--- config.mk ---
export PLATFORM = sky130hd
export DESIGN_NAME = hazard_unit
export DESIGN_NICKNAME = d
export VERILOG_FILES = /design/src/rtl/hazard_unit_pkg.sv /design/src/rtl/hazard_shadow_pipe.sv /design/src/rtl/hazard_unit.sv
export SDC_FILE = /design/constraint.sdc
export NUM_CORES = 1
export LEC_CHECK = 0
export BUFFER_PORTS_ARGS = -buffer_cell sky130_fd_sc_hd__clkbuf_2
export CORE_ASPECT_RATIO = 0.8
export CORE_MARGIN = 2
export CORE_UTILIZATION = 56
export CTS_CLUSTER_DIAMETER = 200
export DETAILED_ROUTE_END_ITERATION = 8
export GPL_TIMING_DRIVEN = 0
export PLACE_DENSITY = 0.89
export SYNTH_ARGS = -nofsm -noshare
export SYNTH_HDL_FRONTEND = slang
export SYNTH_HIERARCHICAL = 1
export SYNTH_SLANG_ARGS = --single-unit
--- constraint.sdc ---
create_clock -name clk -period 2.3 [get_ports clk]
set_input_delay 0.115 -clock clk [delete_from_list [all_inputs] [get_ports clk]]
set_output_delay 0.115 -clock clk [all_outputs]
set_load 0.02 [all_outputs]
--- src/rtl/hazard_unit_pkg.sv ---
// Shared types for the pipeline hazard unit: FSM states, shadow-pipe entry
// layout, stage indices and the RAW comparator.
package hazard_unit_pkg;

    // Widest register address the shadow entries can carry; RW must not exceed it.
    localparam int RD_MAXW = 8;

    localparam int IF = 0;
    localparam int ID = 1;
    localparam int EX = 2;

    typedef enum logic [1:0] {
        RUN   = 2'd0,
        DRAIN = 2'd1,
        HALT  = 2'd2
    } hz_state_t;

    typedef struct packed {
        logic               valid;
        logic [RD_MAXW-1:0] rd;
        logic               we;
        logic               load;
    } sb_entry_t;

    // x0 never carries a dependency, whatever the producer claims.
    function automatic logic raw_match(
        input sb_entry_t          e,
        input logic [RD_MAXW-1:0] rs1,
        input logic               rs1_used,
        input logic [RD_MAXW-1:0] rs2,
        input logic               rs2_used
    );
        return e.valid && e.we && (e.rd != '0) &&
               ((rs1_used && (rs1 == e.rd)) || (rs2_used && (rs2 == e.rd)));
    endfunction

endpackage

--- src/rtl/hazard_shadow_pipe.sv ---
// Shadow copy of the destination fields of instructions in EX..WB.
// Holds while frozen; a bubble inserts an invalid entry at EX.
module hazard_shadow_pipe
    import hazard_unit_pkg::*;
#(
    parameter int SD = 3
) (
    input  logic                 clk,
    input  logic                 rst_n,
    input  logic                 i_hold,
    input  logic                 i_bubble,
    input  sb_entry_t            i_entry,
    output sb_entry_t [SD-1:0]   o_entries
);

    sb_entry_t [SD-1:0] r_q;

    always_ff @(posedge clk or negedge rst_n) begin
        if (!rst_n) begin
            r_q <= '0;
        end else if (!i_hold) begin
            r_q[0] <= i_bubble ? sb_entry_t'('0) : i_entry;
            for (int i = 1; i < SD; i++) begin
                r_q[i] <= r_q[i-1];
            end
        end
    end

    assign o_entries = r_q;

endmodule

--- src/rtl/hazard_unit.sv ---
// Pipeline control for the in-order core: RAW stalls from a shadow pipe,
// jump kills, memory freeze and invalid-instruction drain/trap sequencing.
module hazard_unit
    import hazard_unit_pkg::*;
#(
    parameter int STAGES = 5,
    parameter int BYPASS = 1,
    parameter int RW     = 5
) (
    input  logic              clk,
    input  logic              resetn,
    input  logic              id_valid,
    input  logic [RW-1:0]     id_rs1,
    input  logic              id_rs1_used,
    input  logic [RW-1:0]     id_rs2,
    input  logic              id_rs2_used,
    input  logic [RW-1:0]     id_rd,
    input  logic              id_rd_we,
    input  logic              id_is_load,
    input  logic              id_invalid,
    input  logic              ex_jump,
    input  logic              dmem_ready,
    output logic              stall_if,
    output logic              stall_id,
    output logic              bubble_ex,
    output logic              kill_if,
    output logic              kill_id,
    output logic              freeze,
    output logic              trap,
    output logic [STAGES-1:0] pipe_valid
);

    localparam int SD = STAGES - 2;

    logic [1:0]         r_rst_sync;
    logic               w_rst_n;
    hz_state_t          r_state;
    sb_entry_t [SD-1:0] w_sh;
    sb_entry_t          w_ins;
    logic [RD_MAXW-1:0] w_rs1;
    logic [RD_MAXW-1:0] w_rs2;
    logic [RD_MAXW-1:0] w_rd;
    logic               w_hazard;
    logic               w_older_busy;
    logic               w_bubble_in;
    logic               w_unused;

    // Reset asserts immediately, releases two edges after resetn rises.
    always_ff @(posedge clk or negedge resetn) begin
        if (!resetn) begin
            r_rst_sync <= 2'b00;
        end else begin
            r_rst_sync <= {r_rst_sync[0], 1'b1};
        end
    end

    assign w_rst_n = r_rst_sync[1];

    assign w_rs1 = RD_MAXW'(id_rs1);
    assign w_rs2 = RD_MAXW'(id_rs2);
    assign w_rd  = RD_MAXW'(id_rd);

    // The WB entry has already written the register file before ID reads it.
    always_comb begin
        w_hazard = 1'b0;
        for (int i = 0; i < SD-1; i++) begin
            if (raw_match(w_sh[i], w_rs1, id_rs1_used, w_rs2, id_rs2_used) &&
                ((BYPASS == 0) || ((i == 0) && w_sh[i].load))) begin
                w_hazard = 1'b1;
            end
        end
        w_hazard = w_hazard & id_valid;
    end

    always_comb begin
        w_older_busy = 1'b0;
        for (int i = 0; i < SD-1; i++) begin
            w_older_busy = w_older_busy | w_sh[i].valid;
        end
    end

    always_comb begin
        stall_if  = 1'b0;
        stall_id  = 1'b0;
        bubble_ex = 1'b0;
        kill_if   = 1'b0;
        kill_id   = 1'b0;
        if (w_rst_n && dmem_ready) begin
            unique case (r_state)
                RUN: begin
                    if (ex_jump) begin
                        kill_if = 1'b1;
                        kill_id = 1'b1;
                    end else if (w_hazard) begin
                        stall_if  = 1'b1;
                        stall_id  = 1'b1;
                        bubble_ex = 1'b1;
                    end
                end
                DRAIN: begin
                    stall_if  = 1'b1;
                    stall_id  = 1'b1;
                    bubble_ex = 1'b1;
                end
                HALT: begin
                    stall_if = 1'b1;
                    stall_id = 1'b1;
                end
                default: ;
            endcase
        end
    end

    assign freeze = w_rst_n & ~dmem_ready;
    assign trap   = w_rst_n & (r_state == HALT);

    // An invalid instruction is dropped on its way into EX so it never executes.
    assign w_bubble_in = ~(id_valid & ~id_invalid & ~stall_id & ~kill_id & (r_state == RUN));
    assign w_ins       = '{valid: 1'b1, rd: w_rd, we: id_rd_we, load: id_is_load};

    hazard_shadow_pipe #(.SD(SD)) u_shadow (
        .clk       (clk),
        .rst_n     (w_rst_n),
        .i_hold    (~dmem_ready),
        .i_bubble  (w_bubble_in),
        .i_entry   (w_ins),
        .o_entries (w_sh)
    );

    // DRAIN ends on the edge that empties the shadow: EX already receives
    // bubbles, so only entries ahead of WB can still be occupied afterwards.
    always_ff @(posedge clk or negedge w_rst_n) begin
        if (!w_rst_n) begin
            r_state <= RUN;
        end else if (dmem_ready) begin
            unique case (r_state)
                RUN: begin
                    if (id_valid && id_invalid && !ex_jump && !w_hazard) begin
                        r_state <= DRAIN;
                    end
                end
                DRAIN: begin
                    if (!w_older_busy) begin
                        r_state <= HALT;
                    end
                end
                HALT:    r_state <= HALT;
                default: r_state <= RUN;
            endcase
        end
    end

    always_comb begin
        pipe_valid = '0;
        if (w_rst_n && (r_state != HALT)) begin
            pipe_valid[IF] = 1'b1;
            pipe_valid[ID] = id_valid;
            for (int i = 0; i < SD; i++) begin
                pipe_valid[EX+i] = w_sh[i].valid;
            end
        end
    end

    assign w_unused = ^{w_sh[SD-1].rd, w_sh[SD-1].we, w_sh[SD-1].load};

endmodule
==> metrics.json, run 1 <==
{
  "status": {
    "run_status": "completed"
  },
  "worst_setup_path": {
    "worst_setup_path_end_kind": "primary output",
    "start_kind": "register",
    "critical_path_class": "register to primary output",
    "worst_reg2reg_startpoint": "u_shadow/o_entries[9]",
    "arrival_ns": 2.15,
    "reg2reg_slack_ns": 0.12,
    "worst_r2r_endpoint": "u_shadow/o_entries[3]",
    "timing.critical_path.fanout_max": 3,
    "worstRegToRegCells": 8,
    "worst_ep_required_time_ns": 2.18
  },
  "routing": {
    "detail_route.drc_violations": 0,
    "drt_pass1_iterations": 4,
    "avgViaCountPerCell": 5.158,
    "vias": 949,
    "drt.antenna.violating_nets": 0,
    "postRouteWirelength_um": 2403,
    "route.detailed.wl_per_inst_um": 13.06,
    "detailedRoute.firstIterationViolations": 11
  },
  "synthesis": {
    "synth_cells": 113,
    "yosysWarnings": 6,
    "syn_std_cell_area_um2": 1067,
    "post_synth.cell_area_avg_um2": 9.445
  },
  "timing": {
    "finalMaxSlewViolations": 0,
    "slew_limit_headroom_pct": 55.26,
    "fin_ws_ns": 0.03599,
    "period_share_pct": 98.44,
    "report.final.hold_viol_count": 0,
    "fmax_mhz": 441.7,
    "max_slew.worst_pin.slew_ns": 0.6710,
    "fin_crit_ns": 2.264,
    "final-setup-viol-count": 0,
    "finalClockSkew_ns": 0.003230,
    "rsz_0062_raised_after_global_routing": "true"
  },
  "cells_and_area": {
    "postLayoutCellArea_um2": 1399,
    "layout.nets": 190,
    "antennaDiodeCount": 0,
    "drive_gt1_share_pct": 38.13,
    "most-common-layout-cells": "sky130_fd_sc_hd__clkbuf_2, sky130_fd_sc_hd__dfrtp_1, sky130_fd_sc_hd__nand2_1",
    "area_growth_syn_to_layout_pct": 31.07,
    "final_common_cell": "sky130_fd_sc_hd__clkbuf_2"
  },
  "clock_tree": {
    "clk_pin_slew_worst_paths_ns": 0.09,
    "clock_sinks": 17,
    "ctsHtreeMaxLevel": 1,
    "cts_tree": "built",
    "ctsLongestPathBuffers": 2,
    "cts_root_buffer": "sky130_fd_sc_hd__clkbuf_4",
    "clk-insertion-delay-late_ns": 0.29,
    "cts_buffers": 3
  },
  "die": {
    "die_w_um": 52.81,
    "fp.dieH_um": 43.05,
    "start_util_pct": 58.03,
    "dieArea_um2": 2273,
    "ioPinCount": 37,
    "placeableCoreArea_um2": 1839,
    "rows": 14
  },
  "place": {
    "worst_slack_at_placement_ns": -0.1109,
    "dpl.hpwl_um": 1824,
    "globalplace.congestion": 0.7705,
    "place.port_buffers": 36,
    "placement_cell_area_um2": 1289
  },
  "pwr": {
    "netSwitchingFraction_pct": 35.62,
    "power.share.sequential_pct": 40.6,
    "p_comb_share_pct": 42.9,
    "internal_power_uw": 601.1,
    "power.switching_uw": 332.6,
    "total_leakage_power_nw": 0.7198,
    "power_frac_clock_pct": 16.5,
    "peakVddDrop_v": 0.0005037,
    "power.density_cell_area_nw_per_um2": 667.5
  },
  "global_routing": {
    "maximum_number_of_pins_on_one_net_before_global_route_repair": 20,
    "first_pass_grt_wire_length_um": 3781,
    "grt_pass1_vias": 892,
    "grt_use_total_pct": 23.15,
    "globalRoute.totalOverflow": 0,
    "grt_antenna_before_repair": 0
  },
  "hold_path": {
    "min_path_cells": 3,
    "min-delay-start": "id_rd[4]",
    "type_of_the_tightest_min_delay_check": "input pin to register",
    "hold_path_end": "u_shadow/o_entries[6]"
  },
  "run": {
    "number_of_max_cap_violations": 0
  }
}
layout make-up:
| class | instances | area [um2] |
|---|---|---|
| Buffer | 7 | 70.07 |
| Clock buffer | 4 | 26.28 |
| Fill cell | 140 | 440.4 |
| Inverter | 4 | 15.01 |
| Multi-Input combinational cell | 87 | 598.1 |
| Sequential cell | 17 | 426.7 |
| Tap cell | 24 | 30.03 |
| Timing Repair Buffer | 41 | 232.7 |
through the flow:
stage	util (%)	power [mW]	std cells	hold WS, ns	setup TNS, ns
after floorplan	-	0.6277	116	-0.1806	0
after global placement	70.07	0.7148	176	-0.09912	0
after detailed placement	70.07	0.7359	176	-0.09753	-0.4777
after CTS	72.11	0.8915	180	0.05296	0
after global routing	76.05	0.9981	184	0.06599	-0.2824
final	76.05	0.9337	184	0.05313	0
repair_timing:
action / in CTS / in global routing
pin swaps: 0 / 6
setup endpoints to repair: 10 / 11
endpoints found under the hold margin: 2 / 0
buffers inserted: 0 / 4
hold buffers: 1 / 0
resized for setup: 1 / 15
state kept, by name, summed over array words and instances, names as in the netlist:
name	count
r_rst_sync	2
r_state	2
u_shadow/o_entries	13
worst max path at each step:
stage	slack (ns)	start	end
2_1_floorplan	0.30	u_shadow/o_entries[7]	u_shadow/o_entries[1]
3_3_place_gp	0.005	u_shadow/o_entries[7]	u_shadow/o_entries[1]
3_5_place_dp	-0.11	u_shadow/o_entries[7]	u_shadow/o_entries[3]
4_1_cts	0.005	u_shadow/o_entries[7]	stall_if
5_1_grt	-0.08	u_shadow/o_entries[9]	stall_if
6_report	0.04	u_shadow/o_entries[9]	stall_if
routing by layer:
metal,global-route usage (%),share of wire [%],vias to the layer above
met5,0,0,-
met4,7.692,1.6,0
met3,4.225,3.6,4
met1,29.33,42,460
met2,39.50,53,27
li1,-,-,458
power by group through the flow:
| stage | clock network (mW) | logic (mW) | registers, mW |
|---|---|---|---|
| after floorplan | 0 | 0.253 | 0.375 |
| after global placement | 0 | 0.331 | 0.383 |
| after detailed placement | 0 | 0.348 | 0.388 |
| after CTS | 0.161 | 0.349 | 0.382 |
| after global routing | 0.169 | 0.444 | 0.386 |
| final | 0.155 | 0.400 | 0.379 |
worst max-delay path, cell delays in order, from the launching register on:
cell                      delay, ns
sky130_fd_sc_hd__dfrtp_1       0.39
sky130_fd_sc_hd__or4b_4        0.56
sky130_fd_sc_hd__nor3_4        0.14
sky130_fd_sc_hd__o21ai_2       0.09
sky130_fd_sc_hd__nor3_2        0.27
sky130_fd_sc_hd__o21a_1        0.20
sky130_fd_sc_hd__buf_4         0.11
sky130_fd_sc_hd__buf_6         0.10
No activity file was read; power rests on OpenSTA's default activity.
==> inputs of run 2 (changes only) <==
Settings changed: CELL_PAD_IN_SITES_DETAIL_PLACEMENT set to 1, CELL_PAD_IN_SITES_GLOBAL_PLACEMENT set to 1, CORE_UTILIZATION 56 to 44, PLACE_DENSITY 0.89 to 0.88.
==> metrics.json, run 2 (synthesis gave the netlist of run 1 again) <==
{
  "timing": {
    "final-setup-viol-count": 0,
    "slew_limit_headroom_pct": 52.20,
    "report.final.hold_viol_count": 0,
    "rsz_0062_raised_after_global_routing": "true",
    "setup-tns-final_ns": 0,
    "fmax_mhz": 446.8,
    "finalMaxSlewViolations": 0,
    "finalClockSkew_ns": 0.004502,
    "fin_crit_ns": 2.238,
    "period_share_pct": 97.32,
    "max_slew.worst_pin.slew_ns": 0.7170
  },
  "routing": {
    "drt.antenna.violating_nets": 0,
    "route.detailed.wl_per_inst_um": 15.83,
    "detailedRoute.firstIterationViolations": 8,
    "postRouteWirelength_um": 2928,
    "vias": 957,
    "detail_route.drc_violations": 0,
    "drt_pass1_iterations": 4,
    "avgViaCountPerCell": 5.173
  },
  "place": {
    "place.port_buffers": 36,
    "globalplace.congestion": 0.7747,
    "dpl.hpwl_um": 2185
  },
  "cells_and_area": {
    "antennaDiodeCount": 0,
    "final_util_pct": 63.31,
    "most-common-layout-cells": "sky130_fd_sc_hd__clkbuf_2, sky130_fd_sc_hd__dfrtp_1, sky130_fd_sc_hd__nand2_1",
    "drive_gt1_share_pct": 39.38,
    "layout.nets": 190,
    "final_common_cell": "sky130_fd_sc_hd__clkbuf_2",
    "area_growth_syn_to_layout_pct": 32.47,
    "flip_flop_count_of_the_largest_register_after_layout": 13
  },
  "worst_setup_path": {
    "arrival_ns": 2.12,
    "start_kind": "register",
    "critical_path.max_stage_delay_ns": 0.56,
    "worstRegToRegCells": 8,
    "reg2reg_slack_ns": 0.15,
    "worst_setup_path_end_kind": "primary output",
    "worst_r2r_endpoint": "u_shadow/o_entries[3]",
    "worst_reg2reg_startpoint": "u_shadow/o_entries[9]",
    "timing.critical_path.fanout_max": 3,
    "critical_path_class": "register to primary output",
    "worst_ep_required_time_ns": 2.18,
    "critPathSlowestCell": "sky130_fd_sc_hd__or4b_4",
    "cp_common_cell": "sky130_fd_sc_hd__nor3_4",
    "worstPathCellList": "or4b_4 -> nor3_4 -> o21ai_2 -> nor3_4 -> o21a_1 -> buf_4 -> buf_6"
  },
  "run": {
    "number_of_max_cap_violations": 0
  },
  "global_routing": {
    "grt_use_total_pct": 21.13,
    "globalRoute.totalOverflow": 0,
    "maximum_number_of_pins_on_one_net_before_global_route_repair": 20,
    "grt_antenna_before_repair": 0,
    "grt_pass1_vias": 926,
    "first_pass_grt_wire_length_um": 4215
  },
  "hold_path": {
    "hold_path_end": "u_shadow/o_entries[0]",
    "min_path_cells": 3,
    "type_of_the_tightest_min_delay_check": "input pin to register",
    "min-delay-start": "id_is_load"
  },
  "clock_tree": {
    "clk_pin_slew_worst_paths_ns": 0.10,
    "clock_sinks": 17,
    "cts_buffers": 3,
    "clk-insertion-delay-late_ns": 0.29,
    "cts_tree": "built",
    "ctsLongestPathBuffers": 2,
    "cts_root_buffer": "sky130_fd_sc_hd__clkbuf_4",
    "ctsHtreeMaxLevel": 1
  },
  "die": {
    "fp.dieH_um": 48.05,
    "die_w_um": 59.07,
    "start_util_pct": 47.79,
    "rows": 15,
    "dieArea_um2": 2838,
    "placeableCoreArea_um2": 2233,
    "ioPinCount": 37
  },
  "pwr": {
    "total_leakage_power_nw": 0.7351,
    "post-layout-total-power_uw": 948.5,
    "peakVddDrop_v": 0.0004224,
    "power.density_cell_area_nw_per_um2": 670.8
  },
  "status": {
    "run_status": "completed"
  }
}
[run 2: how the worst max path moves through the flow]
stage,from,endpoint
floorplan,u_shadow/o_entries[7],u_shadow/o_entries[1]
global placement,u_shadow/o_entries[7],u_shadow/o_entries[2]
detailed placement,u_shadow/o_entries[7],u_shadow/o_entries[3]
CTS,u_shadow/o_entries[7],stall_if
global route,u_shadow/o_entries[5],stall_if
finish,u_shadow/o_entries[9],stall_if
[run 2: what timing repair did]
action	in CTS	in global routing
gates resized for setup	6	10
hold buffers	1	0
hold endpoints to repair	2	0
buffers inserted	2	2
pin swaps	3	3
setup endpoints to repair	10	11
[run 2: per-stage QoR]
stage                     worst slack (ns)  std cells  hold slack (ns)  instance area (um2)
after floorplan                     0.3025        116          -0.1806                 1079
after global placement            -0.02870        177         -0.09942                 1290
after detailed placement           -0.2026        177         -0.09635                 1290
after CTS                        0.0007785        183          0.04878                 1365
after global routing              -0.03550        185          0.06180                 1414
final                              0.06174        185          0.05352                 1414
[run 2: layout make-up]
cell class	count	area, um2
Inverter	4	15.01
Fill cell	266	819.5
Sequential cell	17	425.4
Buffer	7	70.07
Tap cell	25	31.28
Clock inverter	1	5.005
Multi-Input combinational cell	87	611.8
Clock buffer	3	22.52
Timing Repair Buffer	41	232.7
[run 2: routing by layer]
metal,GRT usage [%],part of all wire (%),up-vias
met2,42.00,55,29
li1,-,-,459
met1,23.75,40,467
met5,0,0,-
met4,6.818,0.58,0
met3,3.243,3.5,2
[run 2: critical path: cells and delay by family, from the launching register on]
family	cells	cell delay [ns]
simple gates	3	0.95
flops	1	0.39
compound gates	2	0.27
buf+inv	2	0.22
[run 2: power breakdown]
part / internal (mW) / total (mW) / switching [mW]
Clock: 0.0647 / 0.159 / 0.0944
Combinational: 0.195 / 0.408 / 0.213
Sequential: 0.338 / 0.381 / 0.0438
==> inputs of run 3 (changes only) <==
Settings changed: CORE_UTILIZATION 44 to 46, CTS_BUF_LIST set to sky130_fd_sc_hd__clkbuf_4, PLACE_DENSITY 0.88 to 0.91.
==> metrics.json, run 3 (synthesis gave the netlist of run 1 again) <==
{
  "status": {
    "run_status": "completed"
  },
  "routing": {
    "route.detailed.wl_per_inst_um": 16.82,
    "detail_route.drc_violations": 0,
    "avgViaCountPerCell": 5.238,
    "detailedRoute.firstIterationViolations": 16,
    "drt.antenna.violating_nets": 0,
    "postRouteWirelength_um": 3111,
    "vias": 969,
    "drt_pass1_iterations": 4
  },
  "global_routing": {
    "first_pass_grt_wire_length_um": 4367,
    "globalRoute.totalOverflow": 0,
    "grt_antenna_before_repair": 0,
    "grt_pass1_vias": 952,
    "grt_use_total_pct": 22.24,
    "maximum_number_of_pins_on_one_net_before_global_route_repair": 20
  },
  "cells_and_area": {
    "drive_gt1_share_pct": 40.00,
    "most-common-layout-cells": "sky130_fd_sc_hd__clkbuf_2, sky130_fd_sc_hd__dfrtp_1, sky130_fd_sc_hd__nand2_1",
    "layout.nets": 190,
    "layoutNonFillerInstCount": 185,
    "final_common_cell": "sky130_fd_sc_hd__clkbuf_2",
    "flip_flop_count_of_the_largest_register_after_layout": 13,
    "area_growth_syn_to_layout_pct": 32.12,
    "antennaDiodeCount": 0
  },
  "die": {
    "fp.dieH_um": 47.08,
    "ioPinCount": 37,
    "dieArea_um2": 2724,
    "start_util_pct": 49.02,
    "placeableCoreArea_um2": 2177,
    "die_w_um": 57.86,
    "rows": 15
  },
  "timing": {
    "max_slew.worst_pin.slew_ns": 0.7065,
    "fin_ws_ns": 0.04029,
    "period_share_pct": 98.25,
    "report.final.hold_viol_count": 0,
    "final-setup-viol-count": 0,
    "finalClockSkew_ns": 0.003042,
    "fmax_mhz": 442.5,
    "fin_crit_ns": 2.260,
    "slew_limit_headroom_pct": 52.90,
    "finalMaxSlewViolations": 0
  },
  "place": {
    "dp.cells": 177,
    "dpl.hpwl_um": 2156,
    "place.port_buffers": 36,
    "worst_slack_at_placement_ns": -0.09367,
    "globalplace.congestion": 0.7399
  },
  "pwr": {
    "peakVddDrop_v": 0.0006629,
    "total_leakage_power_nw": 0.7197,
    "power.density_cell_area_nw_per_um2": 681.5
  },
  "worst_setup_path": {
    "critical_path.max_stage_delay_ns": 0.55,
    "critical_path_class": "register to primary output",
    "worstPathCellList": "or4b_4 -> nor3_2 -> o21ai_2 -> nor3_4 -> o21a_1 -> buf_4 -> buf_6",
    "timing.critical_path.fanout_max": 3,
    "arrival_ns": 2.14,
    "worst_ep_required_time_ns": 2.18,
    "timing.critical_path.max_delay_family": "simple AND/OR/NAND/NOR gates",
    "start_kind": "register",
    "timing.critical_path.buf_inv": 2,
    "critPathSlowestCell": "sky130_fd_sc_hd__or4b_4",
    "worst_setup_path_end_kind": "primary output"
  },
  "clock_tree": {
    "cts_root_buffer": "sky130_fd_sc_hd__clkbuf_4",
    "clk_pin_slew_worst_paths_ns": 0.10,
    "clk-insertion-delay-late_ns": 0.28,
    "cts_buffers": 3,
    "ctsLongestPathBuffers": 2,
    "clock_sinks": 17,
    "ctsHtreeMaxLevel": 1,
    "cts_tree": "built"
  },
  "hold_path": {
    "type_of_the_tightest_min_delay_check": "input pin to register"
  },
  "run": {
    "number_of_max_cap_violations": 0
  }
}
-- run 3: cell types whose count changed in the layout (fill, tap and decap cells not counted), sizes merged --
| cell | before | now |
|---|---|---|
| clkinv | 1 | 0 |
| buf | 12 | 11 |
| clkbuf | 38 | 40 |
-- run 3: path summary, 6_finish.rpt --
path                                        from                      to  slack (ns)  cells after the start
min reg2reg                        r_rst_sync[1]   u_shadow/o_entries[0]        0.29                      0
max                        u_shadow/o_entries[9]                stall_if        0.04                      7
min in group asynchronous                 resetn           r_rst_sync[0]        0.16                      2
max in group asynchronous          r_rst_sync[1]   u_shadow/o_entries[5]        1.51                      0
min                                     id_rd[2]   u_shadow/o_entries[4]        0.07                      3
max reg2reg                u_shadow/o_entries[9]  u_shadow/o_entries[10]        0.09                      7
-- run 3: area by class of cell --
type / instances / area, um2
Multi-Input combinational cell: 87 / 610.6
Sequential cell: 17 / 426.7
Fill cell: 264 / 767.0
Timing Repair Buffer: 41 / 226.5
Tap cell: 25 / 31.28
Buffer: 7 / 70.07
Inverter: 4 / 15.01
Clock buffer: 4 / 30.03
-- run 3: repair_timing --
item	in CTS	in global routing
endpoints found under the setup margin	10	11
gates cloned	0	0
pin swaps	0	4
resized for setup	1	12
buffers inserted	0	4
endpoints found under the hold margin	2	0
hold buffers	1	0
-- run 3: through the flow --
stage | utilization [%] | hold slack, ns | instance area (um2) | TNS (ns) | power, mW
after global routing | 64.77 | 0.08489 | 1410 | -0.05175 | 1.029
after global placement | 59.25 | -0.09998 | 1290 | -0.1446 | 0.7243
after detailed placement | 59.25 | -0.09750 | 1290 | -0.4460 | 0.7429
after CTS | 61.15 | 0.05224 | 1331 | 0 | 0.9159
final | 64.77 | 0.06825 | 1410 | 0 | 0.9609
after floorplan | - | -0.1806 | 1079 | 0 | 0.6277
-- run 3: power by group --
part | total (mW) | internal (mW) | switching, mW
combinational | 0.413 | 0.194 | 0.219
clock | 0.168 | 0.0790 | 0.0888
sequential | 0.380 | 0.338 | 0.0419
-- run 3: worst reg2reg max path: stages, from the launching register on --
cell,delay [ns]
sky130_fd_sc_hd__dfrtp_1,0.39
sky130_fd_sc_hd__or4b_4,0.55
sky130_fd_sc_hd__nor3_2,0.16
sky130_fd_sc_hd__o21ai_2,0.12
sky130_fd_sc_hd__nor3_4,0.26
sky130_fd_sc_hd__a21o_1,0.33
sky130_fd_sc_hd__nand2b_1,0.18
sky130_fd_sc_hd__o21ai_0,0.09
-- run 3: layer usage --
metal  track usage, %  up-vias  part of all wire, %
li1                 -      463                    -
met1            25.30      471                   39
met2            43.64       27                   56
met3            1.928        8                  3.2
met4            10.23        0                  2.3
met5                0        -                    0
